--- src/rtl/data_mem_access_sequencer.sv ---
// data_mem_access_sequencer
//   Splits RV32 loads/stores (B/H/W, signed/unsigned) into aligned beats on a
//   MEM_BYTES-wide data memory port, assembling and extending load data.
//   Misaligned accesses may span several beats (or are rejected when
//   ALLOW_MISALIGNED is 0).
// Ports:
//   clock, reset      rising-edge clock, asynchronous active-high reset
//   cpu_read/write    load/store request, qualified by inst_hit
//   cpu_funct3        000 B, 001 H, 010 W, 100 BU, 101 HU
//   cpu_address       byte address; cpu_writedata LSB-aligned store data
//   cpu_readdata      extended load result (registered)
//   cpu_busywait      pipeline stall; cpu_error one-cycle illegal-request pulse
//   mem_read/write    memory strobes; mem_address beat base (MEM_BYTES aligned)
//   mem_byteenable    active lanes; mem_writedata lane-positioned store data
//   mem_readdata      read data; mem_busywait memory stall
module data_mem_access_sequencer #(
  parameter int MEM_BYTES        = 1,
  parameter int ALLOW_MISALIGNED = 1,
  parameter int ADDR_W           = 32
) (
  input  logic                   clock,
  input  logic                   reset,
  input  logic                   cpu_read,
  input  logic                   cpu_write,
  input  logic                   inst_hit,
  input  logic [2:0]             cpu_funct3,
  input  logic [ADDR_W-1:0]      cpu_address,
  input  logic [31:0]            cpu_writedata,
  output logic [31:0]            cpu_readdata,
  output logic                   cpu_busywait,
  output logic                   cpu_error,
  output logic                   mem_read,
  output logic                   mem_write,
  output logic [ADDR_W-1:0]      mem_address,
  output logic [MEM_BYTES-1:0]   mem_byteenable,
  output logic [8*MEM_BYTES-1:0] mem_writedata,
  input  logic [8*MEM_BYTES-1:0] mem_readdata,
  input  logic                   mem_busywait
);

  localparam int                SH        = (MEM_BYTES == 4) ? 2 : ((MEM_BYTES == 2) ? 1 : 0);
  localparam logic [1:0]        LOW_MASK  = 2'(MEM_BYTES - 1);
  localparam logic [ADDR_W-1:0] BEAT_MASK = ~(ADDR_W'(MEM_BYTES - 1));

  typedef enum logic [1:0] {IDLE = 2'd0, ACCESS = 2'd1, DONE = 2'd2} state_t;

  state_t            state_r;
  logic [ADDR_W-1:0] addr_r;
  logic [2:0]        funct3_r;
  logic [31:0]       wdata_r;
  logic              is_read_r;
  logic [1:0]        beat_r;
  logic [1:0]        last_r;
  logic [31:0]       stage_r;

  logic              req_s, f3_ok_s, mis_s, illegal_s, accept_s;
  logic [ADDR_W-1:0] src_addr_s;
  logic [2:0]        src_f3_s;
  logic [31:0]       src_wd_s;
  logic [1:0]        k_s, src_low_s, cur_low_s, last_s;
  logic [2:0]        src_size_s, cur_size_s;
  logic [3:0]        last_full_s;
  logic [ADDR_W-1:0] nxt_addr_s;
  logic [MEM_BYTES-1:0]   nxt_be_s;
  logic [8*MEM_BYTES-1:0] nxt_wd_s;
  logic [31:0]       stage_nxt_s;

  function automatic logic [2:0] size_of(input logic [2:0] f3);
    case (f3[1:0])
      2'b00:   size_of = 3'd1;
      2'b01:   size_of = 3'd2;
      default: size_of = 3'd4;
    endcase
  endfunction

  // Position of lane i of beat k, counted in bytes from the first beat base.
  function automatic logic [3:0] pos_of(input logic [1:0] k, input int i);
    pos_of = ({2'b00, k} << SH) + 4'(i);
  endfunction

  function automatic logic lane_en(input logic [1:0] a_low, input logic [2:0] size,
                                   input logic [3:0] pos);
    lane_en = (pos >= {2'b00, a_low}) && ((pos - {2'b00, a_low}) < {1'b0, size});
  endfunction

  // Byte offset within the request (0..3) carried by an enabled lane.
  function automatic logic [1:0] lane_off(input logic [1:0] a_low, input logic [3:0] pos);
    logic [3:0] d;
    d = pos - {2'b00, a_low};
    lane_off = d[1:0];
  endfunction

  function automatic logic [31:0] extend(input logic [2:0] f3, input logic [31:0] s);
    case (f3)
      3'b000:  extend = {{24{s[7]}}, s[7:0]};
      3'b001:  extend = {{16{s[15]}}, s[15:0]};
      3'b100:  extend = {24'h000000, s[7:0]};
      3'b101:  extend = {16'h0000, s[15:0]};
      default: extend = s;
    endcase
  endfunction

  // Request qualification and legality.
  always_comb begin
    req_s = inst_hit & (cpu_read ^ cpu_write);
    case (cpu_funct3)
      3'b000, 3'b001, 3'b010, 3'b100, 3'b101: f3_ok_s = 1'b1;
      default:                                f3_ok_s = 1'b0;
    endcase
    mis_s = ((cpu_funct3[1:0] == 2'b01) & cpu_address[0]) |
            ((cpu_funct3[1:0] == 2'b10) & (cpu_address[1:0] != 2'b00));
    illegal_s = (inst_hit & cpu_read & cpu_write) |
                (req_s & (~f3_ok_s | (cpu_write & cpu_funct3[2]) |
                          (mis_s & (ALLOW_MISALIGNED == 0))));
    accept_s = req_s & ~illegal_s;
  end

  // Beat to present after the next edge: beat 0 of the incoming request in
  // IDLE, otherwise the following beat of the latched request.
  always_comb begin
    if (state_r == IDLE) begin
      src_addr_s = cpu_address;
      src_f3_s   = cpu_funct3;
      src_wd_s   = cpu_writedata;
      k_s        = 2'd0;
    end else begin
      src_addr_s = addr_r;
      src_f3_s   = funct3_r;
      src_wd_s   = wdata_r;
      k_s        = beat_r + 2'd1;
    end
    src_low_s   = src_addr_s[1:0] & LOW_MASK;
    src_size_s  = size_of(src_f3_s);
    last_full_s = ({2'b00, src_low_s} + {1'b0, src_size_s} - 4'd1) >> SH;
    last_s      = last_full_s[1:0];
    nxt_addr_s  = (src_addr_s & BEAT_MASK) + (ADDR_W'(k_s) << SH);
    nxt_be_s    = '0;
    nxt_wd_s    = '0;
    for (int i = 0; i < MEM_BYTES; i++) begin
      nxt_be_s[i]       = lane_en(src_low_s, src_size_s, pos_of(k_s, i));
      nxt_wd_s[8*i +: 8] = nxt_be_s[i] ?
          src_wd_s[{lane_off(src_low_s, pos_of(k_s, i)), 3'b000} +: 8] : 8'h00;
    end
  end

  // Staging register contents after capturing the enabled lanes of the current beat.
  always_comb begin
    cur_low_s   = addr_r[1:0] & LOW_MASK;
    cur_size_s  = size_of(funct3_r);
    stage_nxt_s = stage_r;
    for (int i = 0; i < MEM_BYTES; i++) begin
      stage_nxt_s[{lane_off(cur_low_s, pos_of(beat_r, i)), 3'b000} +: 8] =
          lane_en(cur_low_s, cur_size_s, pos_of(beat_r, i)) ?
          mem_readdata[8*i +: 8] :
          stage_nxt_s[{lane_off(cur_low_s, pos_of(beat_r, i)), 3'b000} +: 8];
    end
  end

  // Stall is combinational in IDLE so the pipeline freezes in the request cycle.
  assign cpu_busywait = (state_r == ACCESS) | ((state_r == IDLE) & accept_s);

  // Sequencer FSM with registered memory-side and CPU-side outputs.
  always_ff @(posedge clock or posedge reset) begin
    if (reset) begin
      state_r        <= IDLE;
      addr_r         <= '0;
      funct3_r       <= 3'd0;
      wdata_r        <= 32'h0;
      is_read_r      <= 1'b0;
      beat_r         <= 2'd0;
      last_r         <= 2'd0;
      stage_r        <= 32'h0;
      cpu_readdata   <= 32'h0;
      cpu_error      <= 1'b0;
      mem_read       <= 1'b0;
      mem_write      <= 1'b0;
      mem_address    <= '0;
      mem_byteenable <= '0;
      mem_writedata  <= '0;
    end else begin
      case (state_r)
        IDLE: begin
          cpu_error <= illegal_s;
          if (accept_s) begin
            addr_r         <= cpu_address;
            funct3_r       <= cpu_funct3;
            wdata_r        <= cpu_writedata;
            is_read_r      <= cpu_read;
            beat_r         <= 2'd0;
            last_r         <= last_s;
            stage_r        <= 32'h0;
            mem_read       <= cpu_read;
            mem_write      <= cpu_write;
            mem_address    <= nxt_addr_s;
            mem_byteenable <= nxt_be_s;
            mem_writedata  <= nxt_wd_s;
            state_r        <= ACCESS;
          end else begin
            state_r <= IDLE;
          end
        end
        ACCESS: begin
          cpu_error <= 1'b0;
          if (!mem_busywait) begin
            stage_r <= stage_nxt_s;
            if (beat_r == last_r) begin
              mem_read       <= 1'b0;
              mem_write      <= 1'b0;
              mem_byteenable <= '0;
              mem_writedata  <= '0;
              if (is_read_r) begin
                cpu_readdata <= extend(funct3_r, stage_nxt_s);
              end else begin
                cpu_readdata <= cpu_readdata;
              end
              state_r <= DONE;
            end else begin
              beat_r         <= beat_r + 2'd1;
              mem_address    <= nxt_addr_s;
              mem_byteenable <= nxt_be_s;
              mem_writedata  <= nxt_wd_s;
            end
          end else begin
            state_r <= ACCESS;
          end
        end
        DONE: begin
          cpu_error <= 1'b0;
          state_r   <= IDLE;
        end
        default: begin
          cpu_error <= 1'b0;
          mem_read  <= 1'b0;
          mem_write <= 1'b0;
          state_r   <= IDLE;
        end
      endcase
    end
  end

endmodule

--- config.mk ---
export PLATFORM = sky130hd
export DESIGN_NAME = data_mem_access_sequencer
export DESIGN_NICKNAME = d
export VERILOG_FILES = /design/src/rtl/data_mem_access_sequencer.sv
export SDC_FILE = /design/constraint.sdc
export NUM_CORES = 1
export LEC_CHECK = 0
export ABC_AREA = 1
export BUFFER_PORTS_ARGS = -buffer_cell sky130_fd_sc_hd__buf_2
export CAP_MARGIN = 20
export CORE_MARGIN = 4
export CORE_UTILIZATION = 55
export CTS_CLUSTER_DIAMETER = 150
export CTS_CLUSTER_SIZE = 24
export DETAILED_ROUTE_END_ITERATION = 10
export GPL_TIMING_DRIVEN = 0
export PLACE_DENSITY = 0.77
export SLEW_MARGIN = 20
export SYNTH_ARGS = -nofsm -noshare
export SYNTH_HDL_FRONTEND = slang
export SYNTH_SLANG_ARGS = --single-unit
--- constraint.sdc ---
create_clock -name clock -period 5.8 [get_ports clock]
set_input_delay 0.29 -clock clock [delete_from_list [all_inputs] [get_ports clock]]
set_output_delay 0.29 -clock clock [all_outputs]
set_load 0.005 [all_outputs]
# Word-level counts from Yosys, hierarchy flattened
# Cells that the tools add are included.
[totals] ff_bits=182 output_inout_bits=77 wordCells=114
[classes] add_sub_neg=4 magnitude_cmp=4 n_eq_ne=17 shifts=4 n_mux=41 bitwise=15 n_reduce_logical=14
[op_table] op="$mux W32" n=7
[op_table] op="$pmux W32 S2" n=2
[op_table] op="$pmux W32 S4" n=1
[op_table] op="$shiftx A32 B6 Y8" n=2
[op_table] op="$mux W8" n=5
[op_table] op="$add A32 B2 Y32" n=1
[op_table] op="$bwmux W32" n=1
[op_table] op="$shift A8 B7 Y32 const A" n=1
[op_table] op="$shiftx A8 B7 Y32" n=1
[op_table] op="$pmux W8 S2" n=1
[op_table] op="$mux W2" n=7
[op_table] op="$eq A3 B3 Y1 const B" n=4
[op_table] op="$pmux W3 S2" n=2
[op_table] op="$reduce_and A4 Y1" n=3
[op_table] op="$mux W1" n=10
[op_table] op="$pmux W2 S2" n=2
[op_table] op="$and A1 B1 Y1" n=7
[op_table] op="$neg A5 Y7" n=1
[op_table] op="$eq A2 B1 Y1 const B" n=3
[op_table] op="$eq A3 B1 Y1 const B" n=2
[op_table] op="$logic_not A2 Y1" n=3
[op_table] op="$logic_not A3 Y1" n=2
[op_table] op="$lt A2 B3 Y1" n=2
[op_table] op="$ne A2 B2 Y1 const B" n=3
[op_table] op="18 further kinds" n=26

# Longest topological paths before layout
# Gate-level depths: netlist of the first run.
[logic_depth] word_depth=11 mapped_depth=18 ltp_nobuf=15

# Least setup slack after synthesis of the first run
# Ideal clock, no wire load.
[synth_path] path_type="reg2reg" from="register beat_r[0]" to="register mem_address[31]" setup_time_ns=0.116 t_arrival_ns=2.535 t_required_ns=5.684 slack_ns=3.149 path_stages_with_launch=17 path_buffers=1 period_less_slack_ns=2.651 path_cell_list="dfrtp_1 inv_1 clkbuf_1 ha_1 inv_1 nor2_2 ha_1 a21o_1 nand2_1 nor2_1 nand3_1 nor2_4 nand2_1 nand2_1 nand2_1 nand2_1 nand2_1"
[synth_between] elab_chain_len=6 word_cells_on_any_way=10 cone_classes="add/sub (2); eq/ne (2); mux (5); reduce/logical (1)"
[synth_lines] element="start, declared" line_no="52" text="logic [1:0] beat_r;"
[synth_lines] element="start signal, assigned" line_no="218" text="beat_r <= beat_r + 2'd1;"
[synth_lines] element="$add A2 B1 Y2" line_no="130" text="k_s = beat_r + 2'd1;"
[synth_lines] element="$mux W2" line_no="121" text="if (state_r == IDLE) begin"
[synth_lines] element="$add A32 B2 Y32" line_no="136" text="nxt_addr_s = (src_addr_s & BEAT_MASK) + (ADDR_W'(k_s) << SH);"
[synth_lines] element="$mux W32" line_no="206" text="if (beat_r == last_r) begin"
[synth_lines] element="$mux W32" line_no="204" text="if (!mem_busywait) begin"
[synth_lines] element="$pmux W32 S2" line_no="181" text="case (state_r)"
[synth_lines] element="end signal, assigned" line_no="194" text="mem_address <= nxt_addr_s;"
[synth_lines] element="end signal, assigned" line_no="219" text="mem_address <= nxt_addr_s;"
[synth_lines] element="end, declared" line_no="34" text="output logic [ADDR_W-1:0] mem_address,"
# Parallel ways exist; a longest one is shown, timed or not. The select of a mux whose other input is x is not followed.
# A chain may end at the register's enable or synchronous reset.

# Worst setup path after layout of the first run
# Ends and elaborated chain as after synthesis.

==> metrics.txt, run 1 <==
synth cell count leaders=nand2_1 (568), dfrtp_1 (182), inv_1 (122), o21ai_0 (102), nor2_1 (100); vias in the first global route=8903; global route overflow=0; initial antenna violation count=0; Routed wire per std cell=16.2 microns; Max-Slew Margin vs Limit=57.3%; CP Capture Type=flop; die area=0.0204 sq mm; drt first pass iters=7; Placement Setup Slack=2.37 ns; FILL cells=1613; Ys Warns=0; Max VDD drop=0.000301 V; clock insertion delay at the later pin of the skew report=0.44 ns; syn_nets=1469; CTS tree=done; area added between synthesis and finish=17.9%; first-pass GRT wire length=46500 microns; post-route ant nets=0; Clock transition at path regs=0.07 ns; max cap viols=0; total CTS buffers=17; DP HPWL=22000 microns; Avg Synthesized Cell Area=7.25 sq um; Cell variety after synth=46; Synth Register Bits=182; pin count of the biggest net entering global routing=93; RD Place Congestion=0.937; final hold violations=0; initial core utilization=55.8%; Total GRT Usage=28.9%; leading area contributor after synthesis=dfrtp_1; Crit Path Class=flop to flop; core area=0.0179 sq mm; Post-synth top flop=dfrtp_1; WL final=29100 microns; Setup Viol. Count Final=0; CP max FO=12; Max Slew Vio Count=0; Setup Fix Bufs, Post-CTS=0; Worst Max-Slew Pin Slew=0.640 ns; ANT cells=0; crit path setup slack, layout=2.23 ns; iteration-0 DRC count of the detailed router=1205; Hold WS=0.0347 ns; die height=143 microns; Post-synth EDFFs=0; Min-Delay Path Class=primary input to flop; Final Cycle Share=61.6%; Period minus WS final=3.57 ns; # nets final=1647; Leak=6.29 nW; IO buf count=157; unrepaired setup endpoints after global routing=false; clk root buf=clkbuf_16; Power per Cell Area=558 mW/mm^2; cell area after synthesis=0.00998 sq mm; post-synthesis sequential area ratio=45.6%; final setup skew=0.00880 ns; placement row count=49; Mapped Cells=1378; via count=9706; vias per cell=5.40; residual DRC count=0; Top-Level Pins=158; clock sinks=182; Clock Tree Buf Depth=2; CP startpoint kind=flop; Highest Clock Rate=280 MHz; share of cells above drive strength 1=18.0%; Critical Path AT=3.90 ns; post-synth top area share=45.6%; Synth async-reset ratio=100%; top cells by area, synth=dfrtp_1 (46%), nand2_1 (21%), o21ai_0 (5.1%), inv_1 (4.6%), nor2_1 (3.8%); most frequent cell after synthesis=nand2_1; CTS H-tree lvls=4; Die W=143 microns; outcome=complete, no violations; CP Data Required Time=6.13 ns
logic make-up after synthesis:
logic type / count (synthesis) / synth area share (%)
xor gates and xnor gates: 12 / 1.05
AOI/OAI and AO/OA: 177 / 10.3
buffers and inverters: 192 / 8.22
adders and majority gates: 10 / 1.33
and+or+nand+nor: 805 / 33.5
DFF: 182 / 45.6
final timing paths:
| kind | start | end | slack (ns) | cells past startpoint |
|---|---|---|---|---|
| max in group asynchronous | reset | mem_address[11]$_DFFE_PP0P_ | 4.45 | 4 |
| min in group asynchronous | reset | mem_writedata[4]$_DFFE_PP0P_ | 0.48 | 3 |
| min | cpu_writedata[20] | wdata_r[20]$_DFFE_PP0P_ | 0.03 | 3 |
| max reg2reg | beat_r[0]$_DFFE_PP0P_ | mem_address[31]$_DFFE_PP0P_ | 2.23 | 16 |
| max | beat_r[0]$_DFFE_PP0P_ | mem_address[31]$_DFFE_PP0P_ | 2.23 | 16 |
| min reg2reg | mem_writedata[7]$_DFFE_PP0P_ | mem_writedata[7]$_DFFE_PP0P_ | 0.47 | 2 |
through the flow:
stage	power, mW	cells	TNS (ns)	area, sq um	util, %
detailed placement	5.20	1765	0	11100	62.0
finish	6.57	1798	0	11800	65.7
floorplan	4.15	1378	0	9980	-
CTS	6.53	1798	0	11800	65.7
global route	7.07	1798	0	11800	65.7
global placement	5.13	1764	-261.10	11100	61.8
routing by layer:
| metal | vias up | GRT usage [%] | part of all wire, % |
|---|---|---|---|
| li1 | 4708 | - | - |
| met1 | 4510 | 43.4 | 46 |
| met2 | 439 | 43.9 | 44 |
| met3 | 49 | 5.69 | 8.3 |
| met4 | 0 | 5.95 | 1.7 |
| met5 | - | 0 | 0 |
cell type report:
class	instances	area [sq um]	share of cell area, %
multi-input combinational	1004	4610	39.2
timing repair buffer	159	823	7.00
clock inverter	15	240	2.04
clock buffer	17	425	3.62
buffer	57	309	2.63
inverter	135	519	4.41
sequential	182	4550	38.7
tap	229	287	2.43
report_power, final:
| part | internal [mW] | leakage [nW] | total, mW | switching, mW |
|---|---|---|---|---|
| Sequential | 1.84 | 2.33 | 2.15 | 0.317 |
| Clock | 0.778 | 0.319 | 1.32 | 0.539 |
| Combinational | 1.04 | 3.65 | 3.10 | 2.06 |
| Total | 3.66 | 6.29 | 6.57 | 2.91 |
cells in the final DEF, fill, tap and decap left out, types with 17 or more instances in the layout:
cell	n
nand2_1	568
dfrtp_1	182
buf_2	173
inv_1	121
o21ai_0	102
nor2_1	100
nand3_1	55
nand4_1	25
clkbuf_1	24
or2_2	17
clkbuf_16	17
state kept, by name (all words and copies together) (netlist names):
register / flops
mem_address: 32
mem_write: 1
state_r: 2
stage_r: 32
last_r: 2
beat_r: 2
mem_byteenable: 1
cpu_readdata: 32
funct3_r: 3
mem_read: 1
addr_r: 32
mem_writedata: 8
is_read_r: 1
wdata_r: 32
cpu_error: 1
worst max-delay path: stages, from the launching register on:
cell and delay (ns):
dfrtp_1 0.44, inv_1 0.19, clkbuf_1 0.51, ha_1 0.30
inv_1 0.13, nor2_2 0.50, ha_1 0.24, a21o_1 0.11
nand2_1 0.07, nor2_1 0.21, nand3_1 0.21, nor2_4 0.20
nand2_1 0.07, nand2_1 0.05, nand2_1 0.10, nand2_1 0.09
nand2_1 0.05
repair_timing:
item                                   CTS  global route
resized for setup                        0             0
endpoints found under the hold margin   90             0
hold buffers                             1             0
(Power assumes the default switching activity.)
==> run 2: changes to the inputs <==
==> constraint.sdc (replaced) <==
create_clock -name clock -period 3.7 [get_ports clock]
set_input_delay 0.185 -clock clock [delete_from_list [all_inputs] [get_ports clock]]
set_output_delay 0.185 -clock clock [all_outputs]
set_load 0.005 [all_outputs]
==> run 2 against run 1 <==
Effect of this change:
- clock-buffer cell count grew 2
- clock power up 51%
- register-to-register slack got worse by 1.9 ns
- non-clock buffer count increased by 52
- critical path depth unchanged
- power up 57%
- cell area increased by 4.4%
- critical path type unchanged
- critical endpoint unchanged
- highest routed layer unchanged
==> metrics.txt, run 2 (synthesized netlist as in run 1, its figures left out) <==
Worst Max-Slew Pin Slew=0.726 ns (+0.0853 ns); clock sinks=182 (unchanged); RD Place Congestion=0.947 (+1.0%); slowest stage cell, crit path=clkbuf_1; commonest non-fill, non-tap cell in the layout=nand2_1; die area=0.0204 sq mm (unchanged); post-place instance area=0.0112 sq mm (+0.62%); # nets final=1699 (+3.2%); reg2reg start=beat_r[0]$_DFFE_PP0P_; final setup skew=0.00943 ns (+0.000633 ns); fin cells=1850 (+2.9%); Clock transition at path regs=0.07 ns (about the same); CTS tree=done; Leak=6.51 nW (+3.5%); Hold WS=0.0165 ns (-0.0182 ns); Max-Slew Margin vs Limit=51.5% (-5.8 points); CP endpoint=mem_address[31]$_DFFE_PP0P_; CP startpoint kind=flop; FF-to-FF setup slack=0.31 ns (-1.92 ns); core area=0.0179 sq mm (unchanged); Highest Clock Rate=295 MHz (+5.4%); CP dominant cell by count=nand2_1; pin count of the biggest net entering global routing=35 (-62%); total CTS buffers=17 (unchanged); Period minus WS final=3.39 ns (-0.182 ns); clock insertion delay at the later pin of the skew report=0.44 ns (about the same); Final Cycle Share=91.7% (+30 points); ANT cells=0 (unchanged); via count=9946 (+2.5%); most frequent cells in the layout=nand2_1 (568), dfrtp_1 (182), buf_2 (173); Power per Cell Area=839 mW/mm^2 (+50%); global route overflow=0 (unchanged); iteration-0 DRC count of the detailed router=1042 (-14%); Max Slew Vio Count=0 (unchanged); Crit Path Class=flop to flop; die height=143 microns (unchanged); share of cells above drive strength 1=17.6% (-0.33 points); final hold violations=0 (unchanged); CP Capture Type=flop; Critical Path AT=3.72 ns (-0.18 ns); initial core utilization=55.8% (unchanged); post-route ant nets=0 (unchanged); area added between synthesis and finish=23.1%; Clock Tree Buf Depth=2 (unchanged); IO buf count=157 (unchanged); r2r endpoint=mem_address[31]$_DFFE_PP0P_; Top-Level Pins=158 (unchanged); Worst Setup SP=beat_r[0]$_DFFE_PP0P_; post-route cell area=0.0123 sq mm (+4.4%); unrepaired setup endpoints after global routing=false; clk root buf=clkbuf_16; CP Data Required Time=4.03 ns (-2.10 ns); DP HPWL=22500 microns (+2.5%); Setup Viol. Count Final=0 (unchanged); total negative slack=0 ns (unchanged); Max VDD drop=0.000453 V (+50%); Largest stage delay, worst path=0.45 ns (-0.06 ns); placement row count=49 (unchanged); Routed wire per std cell=16.6 microns (+2.6%); vias per cell=5.38 (-0.41%); drt first pass iters=6 (-1); vias in the first global route=9507 (+6.8%); CP max FO=12 (unchanged); max cap viols=0 (unchanged); Die W=143 microns (unchanged); critical-path cell list=inv_1 -> clkbuf_1 -> ha_1 -> inv_1 -> nor2_4 -> ha_1 -> a21o_1 -> nand2_1 -> nor2_1 -> nand3_1 -> nor2_4 -> nand2_1 -> nand2_1 -> nand2_1 -> nand2_1 -> nand2_1; CTS H-tree lvls=4 (unchanged); outcome=complete, no violations; Total GRT Usage=30.8% (+1.9 points); WL final=30700 microns (+5.5%); Min-Delay Path Class=primary input to flop; initial antenna violation count=0 (unchanged); # placed instances=1769 (+0.23%); residual DRC count=0 (unchanged); worst r2r path cells=16 (unchanged); first-pass GRT wire length=49400 microns (+6.3%)
## run 2: cell types whose count changed in the layout (fill, tap and decap cells not counted)
cell | before | now
clkbuf_8 | 0 | 2
dlygate4sd3_1 | 1 | 49
buf_12 | 0 | 5
clkinv_4 | 2 | 1
inv_6 | 4 | 6
nor2_2 | 11 | 10
buf_16 | 1 | 0
nor2_4 | 5 | 6
inv_8 | 3 | 2
bufinv_16 | 5 | 3
## run 2: routing by layer
layer  wire, microns  global-route usage (%)  share of wire, %
met4             592                    8.95               1.9
met2           13800                    47.6                45
met5               0                       0                 0
met3            2570                    5.76               8.4
met1           13800                    44.6                45
## run 2: per-stage QoR
step / util (%) / setup WS [ns] / power [mW]
detailed placement: 62.3 / 0.190 / 8.16
floorplan: - / 1.05 / 6.51
finish: 68.7 / 0.309 / 10.3
global placement: 61.8 / 0.0301 / 8.03
global route: 68.7 / 0.00129 / 11.1
CTS: 68.6 / 0.168 / 10.2
## run 2: repair_timing
item,in CTS,in global routing
endpoints found under the hold margin,77,0
buffers inserted,0,0
hold buffers,49,0
endpoints found under the setup margin,0,13
gates resized for setup,0,1
## run 2: worst min-delay path by stage
stage                      start                          end  slack (ns)  cells after the start
2_1_floorplan    cpu_address[12]       addr_r[12]$_DFFE_PP0P_        0.29                      2
3_3_place_gp   cpu_writedata[19]      wdata_r[19]$_DFFE_PP0P_        0.38                      3
3_5_place_dp               reset  cpu_readdata[7]$_DFFE_PP0P_        0.34                      2
4_1_cts                 inst_hit          cpu_error$_DFF_PP0_       0.005                      2
5_1_grt                 inst_hit          cpu_error$_DFF_PP0_        0.03                      2
6_report                inst_hit          cpu_error$_DFF_PP0_        0.02                      2
## run 2: cell type report
type	count	area (sq um)
Sequential cell	182	4550
Tap cell	229	287
Clock buffer	19	453
Inverter	135	515
Buffer	57	309
Clock inverter	13	181
Multi-Input combinational cell	1004	4610
Fill cell	1543	5610
Timing Repair Buffer	211	1380
## run 2: worst max-delay path: cells and delay by family, from the launching register on
| family | cells | cell delay (ns) |
|---|---|---|
| buffers and inverters | 3 | 0.87 |
| adder cells (fa/ha/maj) | 2 | 0.67 |
| AND/OR/NAND/NOR | 10 | 1.18 |
| flip-flops | 1 | 0.44 |
| AO/OA/AOI/OAI | 1 | 0.11 |
## run 2: power by group
part / total [mW] / switching [mW] / internal (mW)
clock network: 1.99 / 0.870 / 1.12
registers: 3.37 / 0.490 / 2.88
logic: 4.95 / 3.27 / 1.68
